## config.mk

```make
export PLATFORM = sky130hd
export DESIGN_NAME = smart_cargo_status_tx
export DESIGN_NICKNAME = d
export VERILOG_FILES = /design/src/rtl/smart_cargo_pkg.sv /design/src/rtl/smart_cargo_status_tx_uart_tx_8n1.sv /design/src/rtl/smart_cargo_status_tx.sv
export SDC_FILE = /design/constraint.sdc
export NUM_CORES = 1
export LEC_CHECK = 0
export ABC_AREA = 1
export CAP_MARGIN = 10
export CORE_MARGIN = 2
export CORE_UTILIZATION = 40
export CTS_BUF_LIST = sky130_fd_sc_hd__clkbuf_16
export DETAILED_ROUTE_END_ITERATION = 10
export GPL_TIMING_DRIVEN = 0
export HOLD_SLACK_MARGIN = 0.15
export PLACE_DENSITY = 0.55
export SLEW_MARGIN = 20
export SYNTH_ARGS = -nofsm -noshare
export SYNTH_HDL_FRONTEND = slang
export SYNTH_HIERARCHICAL = 1
export SYNTH_SLANG_ARGS = --single-unit
```

## constraint.sdc

```tcl
create_clock -name clock -period 2.1 [get_ports clock]
set_clock_uncertainty 0.1 [all_clocks]
set_input_delay 0.315 -clock clock [delete_from_list [all_inputs] [get_ports clock]]
set_output_delay 0.315 -clock clock [all_outputs]
set_load 0.02 [all_outputs]
```

## src/rtl/smart_cargo_pkg.sv

```systemverilog
// Shared definitions for the SmartCargo status transmitter: sequencer state codes,
// frame header byte, cargo codes and the byte-packing helpers.
package smart_cargo_pkg;

  typedef enum logic [3:0] {
    ST_IDLE      = 4'd0,
    ST_SNAPSHOT  = 4'd1,
    ST_SEND      = 4'd2,
    ST_NEXT      = 4'd3,
    ST_READ_SLOT = 4'd4,
    ST_CAPTURE   = 4'd5,
    ST_DONE      = 4'd6
  } state_t;

  localparam logic [7:0] START_BYTE  = 8'h7E;
  localparam logic [1:0] CARGO_EMPTY = 2'b00;

  function automatic logic [7:0] status_byte(input logic       sentido,
                                             input logic       tem,
                                             input logic [1:0] prox,
                                             input logic [1:0] andar);
    return {2'b00, sentido, tem, prox, andar};
  endfunction

  function automatic logic [7:0] slot_byte(input logic [1:0] tipo,
                                           input logic [1:0] destino);
    return {4'b0000, tipo, destino};
  endfunction

endpackage

```

## src/rtl/smart_cargo_status_tx_uart_tx_8n1.sv

```systemverilog
// UART 8N1 transmitter: one byte per partida pulse, LSB first, BAUD_DIV cycles per bit.
// fim_tx is high during the final cycle of the stop bit.
module uart_tx_8n1 #(
  parameter int BAUD_DIV = 434
) (
  input  logic       clock,
  input  logic       reset,
  input  logic       partida,
  input  logic [7:0] dados,
  output logic       TX,
  output logic       ocupado_tx,
  output logic       fim_tx
);

  localparam int            CW        = (BAUD_DIV > 1) ? $clog2(BAUD_DIV) : 1;
  localparam logic [CW-1:0] BAUD_LAST = CW'(BAUD_DIV - 1);
  localparam logic [3:0]    STOP_BIT  = 4'd9;

  logic [CW-1:0] baud_cnt_reg;
  logic [3:0]    bit_reg;
  logic [7:0]    shift_reg;
  logic          busy_reg;
  logic          tx_reg;

  // bit_reg: 0 = start, 1..8 = data, 9 = stop
  always_ff @(posedge clock or negedge reset) begin
    if (!reset) begin
      baud_cnt_reg <= '0;
      bit_reg      <= '0;
      shift_reg    <= '0;
      busy_reg     <= 1'b0;
      tx_reg       <= 1'b1;
    end else if (!busy_reg) begin
      if (partida) begin
        busy_reg     <= 1'b1;
        shift_reg    <= dados;
        tx_reg       <= 1'b0;
        baud_cnt_reg <= '0;
        bit_reg      <= '0;
      end
    end else if (baud_cnt_reg == BAUD_LAST) begin
      baud_cnt_reg <= '0;
      if (bit_reg == STOP_BIT) begin
        busy_reg <= 1'b0;
      end else begin
        bit_reg <= bit_reg + 4'd1;
        if (bit_reg < 4'd8) begin
          tx_reg    <= shift_reg[0];
          shift_reg <= {1'b0, shift_reg[7:1]};
        end else begin
          tx_reg <= 1'b1;
        end
      end
    end else begin
      baud_cnt_reg <= baud_cnt_reg + 1'b1;
    end
  end

  assign TX         = tx_reg;
  assign ocupado_tx = busy_reg;
  assign fim_tx     = busy_reg && (bit_reg == STOP_BIT) && (baud_cnt_reg == BAUD_LAST);

endmodule

```

## src/rtl/smart_cargo_status_tx.sv

```systemverilog
// Frame sequencer: snapshots elevator status, walks the contents RAM and sends
// START, status, one byte per slot and an XOR checksum over UART 8N1.
module smart_cargo_status_tx
  import smart_cargo_pkg::*;
#(
  parameter int          BAUD_DIV   = 434,
  parameter int          N_SLOTS    = 4,
  parameter int unsigned PERIOD     = 50_000_000,
  parameter logic [7:0]  START_BYTE = smart_cargo_pkg::START_BYTE
) (
  input  logic       clock,
  input  logic       reset,
  input  logic       enviar,
  input  logic [1:0] andar_atual,
  input  logic [1:0] prox_parada,
  input  logic       sentido_elevador,
  input  logic       tem_destino,
  output logic [3:0] conteudo_addr,
  input  logic [1:0] conteudo_tipo,
  input  logic [1:0] conteudo_destino,
  output logic       TX,
  output logic       ocupado,
  output logic       pronto,
  output logic [3:0] db_estado
);

  localparam logic [4:0]  STATUS_IDX  = 5'd1;
  localparam logic [4:0]  LAST_IDX    = 5'(N_SLOTS + 2);
  localparam logic [25:0] PERIOD_LAST = 26'(PERIOD - 1);

  state_t      state_reg, state_next;
  logic [7:0]  status_reg;
  logic [7:0]  csum_reg;
  logic [4:0]  byte_idx_reg;
  logic [3:0]  addr_reg;
  logic [1:0]  wait_reg;
  logic        pending_reg;
  logic [25:0] timer_reg;

  logic       tick, trigger, direct_byte;
  logic       partida, ocupado_fsm;
  logic [7:0] dados, snap, slot_data;
  logic       tx_busy, fim_tx;

  assign tick        = (PERIOD != 0) && (timer_reg == PERIOD_LAST);
  assign trigger     = enviar || tick;
  assign direct_byte = (byte_idx_reg == STATUS_IDX) || (byte_idx_reg == LAST_IDX);
  assign snap        = status_byte(sentido_elevador, tem_destino, prox_parada, andar_atual);
  assign slot_data   = slot_byte(conteudo_tipo, conteudo_destino);

  uart_tx_8n1 #(.BAUD_DIV(BAUD_DIV)) u_uart (
    .clock      (clock),
    .reset      (reset),
    .partida    (partida),
    .dados      (dados),
    .TX         (TX),
    .ocupado_tx (tx_busy),
    .fim_tx     (fim_tx)
  );

  // Header and checksum bytes linger in NEXT so every inter-byte gap matches
  // the three cycles the slot path needs for the RAM read.
  always_comb begin
    state_next  = state_reg;
    partida     = 1'b0;
    dados       = START_BYTE;
    pronto      = 1'b0;
    ocupado_fsm = 1'b1;
    case (state_reg)
      ST_IDLE: begin
        ocupado_fsm = trigger;
        if (trigger) state_next = ST_SNAPSHOT;
      end
      ST_SNAPSHOT: begin
        partida    = 1'b1;
        dados      = START_BYTE;
        state_next = ST_SEND;
      end
      ST_SEND: begin
        if (fim_tx) state_next = (byte_idx_reg == LAST_IDX) ? ST_DONE : ST_NEXT;
      end
      ST_NEXT: begin
        if (direct_byte) begin
          if (wait_reg == 2'd2) begin
            partida    = 1'b1;
            dados      = (byte_idx_reg == STATUS_IDX) ? status_reg : csum_reg;
            state_next = ST_SEND;
          end
        end else begin
          state_next = ST_READ_SLOT;
        end
      end
      ST_READ_SLOT: state_next = ST_CAPTURE;
      ST_CAPTURE: begin
        partida    = 1'b1;
        dados      = slot_data;
        state_next = ST_SEND;
      end
      ST_DONE: begin
        pronto      = 1'b1;
        ocupado_fsm = pending_reg || trigger;
        state_next  = (pending_reg || trigger) ? ST_SNAPSHOT : ST_IDLE;
      end
      default: begin
        ocupado_fsm = 1'b0;
        state_next  = ST_IDLE;
      end
    endcase
  end

  always_ff @(posedge clock or negedge reset) begin
    if (!reset) begin
      state_reg    <= ST_IDLE;
      status_reg   <= '0;
      csum_reg     <= '0;
      byte_idx_reg <= '0;
      addr_reg     <= '0;
      wait_reg     <= '0;
      pending_reg  <= 1'b0;
      timer_reg    <= '0;
    end else begin
      state_reg <= state_next;

      if (PERIOD == 0 || tick) timer_reg <= '0;
      else                     timer_reg <= timer_reg + 26'd1;

      // DONE either consumes the pending request or has none to consume
      if (state_reg == ST_DONE)                   pending_reg <= 1'b0;
      else if (trigger && state_reg != ST_IDLE)   pending_reg <= 1'b1;

      case (state_reg)
        ST_SNAPSHOT: begin
          status_reg   <= snap;
          csum_reg     <= snap;
          byte_idx_reg <= '0;
          wait_reg     <= '0;
        end
        ST_SEND: begin
          if (fim_tx) begin
            byte_idx_reg <= byte_idx_reg + 5'd1;
            wait_reg     <= '0;
          end
        end
        ST_NEXT: begin
          if (direct_byte) wait_reg <= wait_reg + 2'd1;
          else             addr_reg <= byte_idx_reg[3:0] - 4'd2;
        end
        ST_CAPTURE: csum_reg <= csum_reg ^ slot_data;
        default: ;
      endcase
    end
  end

  assign ocupado       = ocupado_fsm || tx_busy;
  assign conteudo_addr = addr_reg;
  assign db_estado     = state_reg;

endmodule
```

After elaboration in Yosys (flattened, before gate mapping)
Index checks and enable logic that the tools add are counted.
Operators by class
  bitwise logic cells: 2
  order comparisons: 1
  reduce and logical (&&, ||, !) cells: 22
  multiplexer cells: 46
  add/subtract/negate cells: 6
  eq/ne operators: 19
Operator list (count)
  $mux 8: 8
  $mux 4: 8
  $pmux 8 s2: 2
  $mux 9: 3
  $add 26x1->26 const B: 1
  $eq 26x26->1 const B: 1
  $mux 26: 1
  $pmux 4 s6: 1
  $mux 1: 15
  $eq 4x3->1 const B: 3
  $ne 2x2->1 const B: 6
  $pmux 5 s2: 1
  $add 9x1->9 const B: 1
  $eq 9x9->1 const B: 1
  $reduce_and 3->1: 3
  $eq 4x2->1 const B: 2
  $reduce_bool 2->1: 4
  $xor 8x4->8: 1
  $pmux 2 s3: 1
  $add 5x1->5 const B: 1
  $eq 5x1->1 const B: 1
  $eq 5x3->1 const B: 1
  $mux 5: 1
  $reduce_or 5->1: 1
  other kinds (21): 28
Word-level totals
  input port bits: 13
  flip-flop bits (word level): 79
  output and inout bits: 11
  word-level logic and storage cells: 109

Longest topological paths before layout
  depth in word-level cells: 7
  mapped depth: 14
  depth with buffers taken out: 14

Modules after synthesis
The synthesis kept the hierarchy.
Modules (own cells, without submodules)
  smart_cargo_status_tx: seq. area each 1326.3 um2, area each 2965.3 um2, cells an instance 389, times used 1
  uart_tx_8n1: seq. area each 576.8 um2, area each 1351.3 um2, cells an instance 185, times used 1

Worst setup path after synthesis
OpenSTA, ideal clock, no wires.
  kind: reg-to-output
  start: reg state_reg[1], in the netlist db_estado[1]
  end: out ocupado
  data required time: 1685 ps
  setup slack: 119 ps
  path buffers: 0
  cell stages (with the launch flop): 5
  arrival time: 1566 ps
  path through: dfrtp_1 -> inv_1 -> nor3_1 -> nand2_1 -> nand3b_1
Between the ends
  word-level cells in the longest chain between the ends: 4
  elaborated cells on any way between the ends: 10
  those cells by class: eq/ne: 6; mux: 1; reduce/logical: 3
Ends and longest elaborated chain
  from (decl): line smart_cargo_status_tx.sv:31  | state_t state_reg, state_next;
  from (signal assigned): line smart_cargo_status_tx.sv:122  | state_reg <= state_next;
  $eq 4x2->1, or another cell as far along: line smart_cargo_status_tx.sv:69  | case (state_reg)
  $reduce_or 5->1 (no line)
  $pmux 1 s3 (*): line smart_cargo_status_tx.sv:69
  $logic_or 1x1->1 (*): line smart_cargo_status_tx.sv:154  | assign ocupado = ocupado_fsm || tx_busy;
  to (decl): line smart_cargo_status_tx.sv:22  | output logic ocupado,
Mark *: on every way between the ends. The rest lies on a longest branch, timed or not.

Worst setup path after layout
  start: reg timer_reg[1]
  end: out ocupado
Between the ends
  word-level cells in the longest chain between the ends: 5
Ends and longest elaborated chain
  from (decl): line smart_cargo_status_tx.sv:38  | logic [25:0] timer_reg;
  from (signal assigned): line smart_cargo_status_tx.sv:125  | else timer_reg <= timer_reg + 26'd1;
  $eq 26x26->1 (*): line smart_cargo_status_tx.sv:45  | assign tick = (PERIOD != 0) && (timer_reg == PERIOD_LAST);
  $logic_or 1x1->1 (*): line smart_cargo_status_tx.sv:46  | assign trigger = enviar || tick;
  $logic_or 1x1->1: line smart_cargo_status_tx.sv:101  | ocupado_fsm = pending_reg || trigger;
  $pmux 1 s3 (*): line smart_cargo_status_tx.sv:69
  $logic_or 1x1->1 (*): line smart_cargo_status_tx.sv:154
Marked as above.

==> results.tsv <==
stage	metric	value	unit
grt	first-pass GRT wire length	16400	µm
placed_design	dpl hpwl	7060	µm
critical_path	slowest cell on the critical path	dfrtp_1	
run_status	status	complete, but fails checks	
yosys	warnings from Yosys	6	
clocking	clock sink total	76	
route	drt pass-1 iters	4	
critical_path	startpoint type of the worst setup path	flip-flop	
timing	final setup TNS	-0.0638	ns
layout	post-route insts no fill	766	
layout	Final Core Density	50.6	%
timing	max-slew violations	0	
placed_design	Inst Count DP	734	
die	die span in y	108	µm
grt	GR Overflow Total	0	
route	Routed WL	9620	µm
clocking	Clock Latency Late Sink	0.34	ns
timing	crit share post-route	103	%
yosys	Synth Area in Compound Gates	7.54	%
layout	Area Overhead vs Synth	22.1	%
critical_path	crit path cell chain	ha_4 -> nand3_4 -> inv_2 -> nand2_2 -> nor2_2 -> nand2_2 -> nand3_2 -> o21ai_0 -> nand3b_1 -> buf_6	
yosys	Gate Count Post-Synth	574	
timing	Rel. slew slack	64.7	%
power_and_ir_drop	total power	3.06	mW
timing	Fmax	462	MHz
route	drt wl/cell	12.6	µm
route	vias per inst	4.86	
critical_path	Bufs and invs on worst path	2	
timing	hold slack final	0.361	ns
clocking	Worst-path clk slew	0.06	ns
layout	Layout Nets	649	
timing	Setup WS post-layout	-0.0638	ns
yosys	main combinational cell family by area after synthesis	simple AND/OR/NAND/NOR gates	
die	Rows	37	
timing	RSZ-0062 raised after global routing	yes	
power_and_ir_drop	Pwr per Cell Area	580	nW/µm²
clocking	TritonCTS clock tree	done	
route	Post-DRT Antenna Nets	0	
critical_path	kind of cell adding the most delay to the critical path	simple AND/OR/NAND/NOR gates	
placed_design	PortBufs	22	
yosys	cell taking the most area after synthesis	dfrtp_1	
placed_design	DP Area	4740	µm²
yosys	sequential-to-total area share from yosys stat	44.1	%
critical_path	CP Class	flip-flop to primary output	
yosys	Simple-Gate Fraction of Synth Area	32.8	%
clocking	largest buffer count on any clock path	2	
yosys	Synth area leaders	dfrtp_1 (43%), nand2_1 (14%), inv_1 (6.0%)	
grt	GRT Util Overall	17.9	%
timing	Tmin final	2.16	ns
route	Iter 0 DRT Violations	92	
yosys	synthesized area per cell	7.52	µm²
die	I/O Pins	24	
die	Initial Utilization	41.4	%
yosys	Post-synth EDFFs	0	
timing	Slew @ Worst Pin	0.527	ns
yosys	Synth top area share	43.5	%
critical_path	crit path capture type	primary output	
layout	Finished Cell Area	5270	µm²
timing	count of final hold-check violations	0	
layout	Fill cells	1020	
worst_hold_path	worst min path class	input port to asynchronous set/reset pin	
grt	initial antenna violation count	0	
power_and_ir_drop	Peak VDD IR	0.000378	V
layout	fraction of layout cells with a size suffix above 1	15.2	%
power_and_ir_drop	Leak	2.54	nW
yosys	multiplexer area fraction after synthesis	0	%
critical_path	Crit path top cell by count	nand2_2	
yosys	synthesized area	4320	µm²
die	CORE AREA	10400	µm²
critical_path	CP peak stage delay	0.39	ns
clocking	cts bufs inserted	9	
critical_path	Critical Path Fanout Max	4	
grt	largest net degree at the start of global routing	44	
yosys	Post-synth ARST share	100	%
job	max-cap viol count	0	
yosys	number of distinct library cells after synthesis	35	
clocking	H-tree lvl count	3	
layout	number of flip-flops in the largest register	26	
clocking	CTS root buffer	clkbuf_16	
grt	vias in the first global route	3607	
die	die width	108	µm
yosys	ys flop type	dfrtp_1	
route	Via Count	3720	
layout	diode count	0	
yosys	Post-Synth XOR/XNOR Area	4.06	%
critical_path	WP data arrival	1.75	ns
yosys	Adder-Cell Fraction of Synth Area	3.19	%
placed_design	pre-CTS worst setup slack	-0.579	ns
run_status	failing checks	setup timing	
placed_design	RePlAce Congestion	0.843	
die	die area	11600	µm²
timing	Setup-failing EPs final	1	
route	DRC Markers	0	
critical_path	Worst EP required	1.68	ns
yosys	Seq cells post-synth	76	
==> path summary, 6_finish.rpt <==
kind                       cells after the start             endpoint             from  slack, ns
max                                           10              ocupado     timer_reg[1]      -0.06
min                                            2        timer_reg[24]            reset       0.36
max reg2reg                                   11    u_uart/bit_reg[2]  byte_idx_reg[1]       0.17
min reg2reg                                    2            u_uart/TX        u_uart/TX       0.37
max in group asynchronous                      3  u_uart/shift_reg[5]            reset       0.96
min in group clock                             2            u_uart/TX        u_uart/TX       0.37
==> cell type report <==
class	instances	area [µm²]	area share, %
clock buffers	9	225	4.27
flip-flops and latches	76	1900	36.1
well taps	136	170	3.23
clock inverters	7	53.8	1.02
multi-input cells	412	2170	41.2
repair buffers	39	380	7.22
inverters	79	299	5.67
plain buffers	8	65.1	1.23
==> Yosys cell counts, types with 4 or more instances <==
cell type and number:
o22ai_1 5, o21ai_1 4, nand2_1 160, buf_4 4, nand2_2 8, nor2_2 8
nand4_1 6, a21oi_1 11, nor2_4 5, inv_1 69, xnor2_1 6, ha_1 11
nand3_1 40, o21ai_0 33, dfrtp_1 75, xor2_1 14, nor3_1 11, inv_2 10
nor2_1 68
==> report_power, final <==
part | internal (mW) | switching (mW)
Sequential | 1.48 | 0.00550
Combinational | 0.0355 | 0.0474
Clock | 0.897 | 0.594
Total | 2.41 | 0.647
==> logic make-up after synthesis <==
| family | after synthesis |
|---|---|
| AND/OR/NAND/NOR | 319 |
| AO/OA/AOI/OAI | 60 |
| XOR/XNOR | 20 |
| adder cells (fa/ha/maj) | 11 |
| buffers and inverters | 87 |
| flip-flops | 76 |
| other | 1 |
==> timing repair <==
item / CTS / global route
endpoints found under the hold margin: 32 / 0
buffers inserted: 3 / 12
resized for setup: 19 / 24
endpoints found under the setup margin: 21 / 17
pin swaps: 3 / 6
hold buffers: 1 / 0
==> placed cells by master (no fill, tap or decap), drive strengths merged, types with 2 or more instances in the layout <==
master         instances
inv                   82
nand4                  6
clkinv                 3
a21oi                 12
a211oi                 2
nor2                  81
clkbuf                10
xor2                  14
nand2                171
dfrtp                 75
nor3                  12
ha                    11
buf                   25
xnor2                  6
o22ai                  5
o21ai                 37
o21bai                 3
nor4                   3
nand3b                 3
conb                   2
nand3                 41
clkdlybuf4s50         19
==> routing by layer <==
metal,GRT usage [%],vias to the layer above,routed length (µm)
li1,-,1915,-
met1,23.0,1728,4520
met2,28.5,65,4540
met3,4.90,12,416
met4,7.23,0,141
met5,0,-,0
Note: power is estimated with default switching activity, not from simulation.
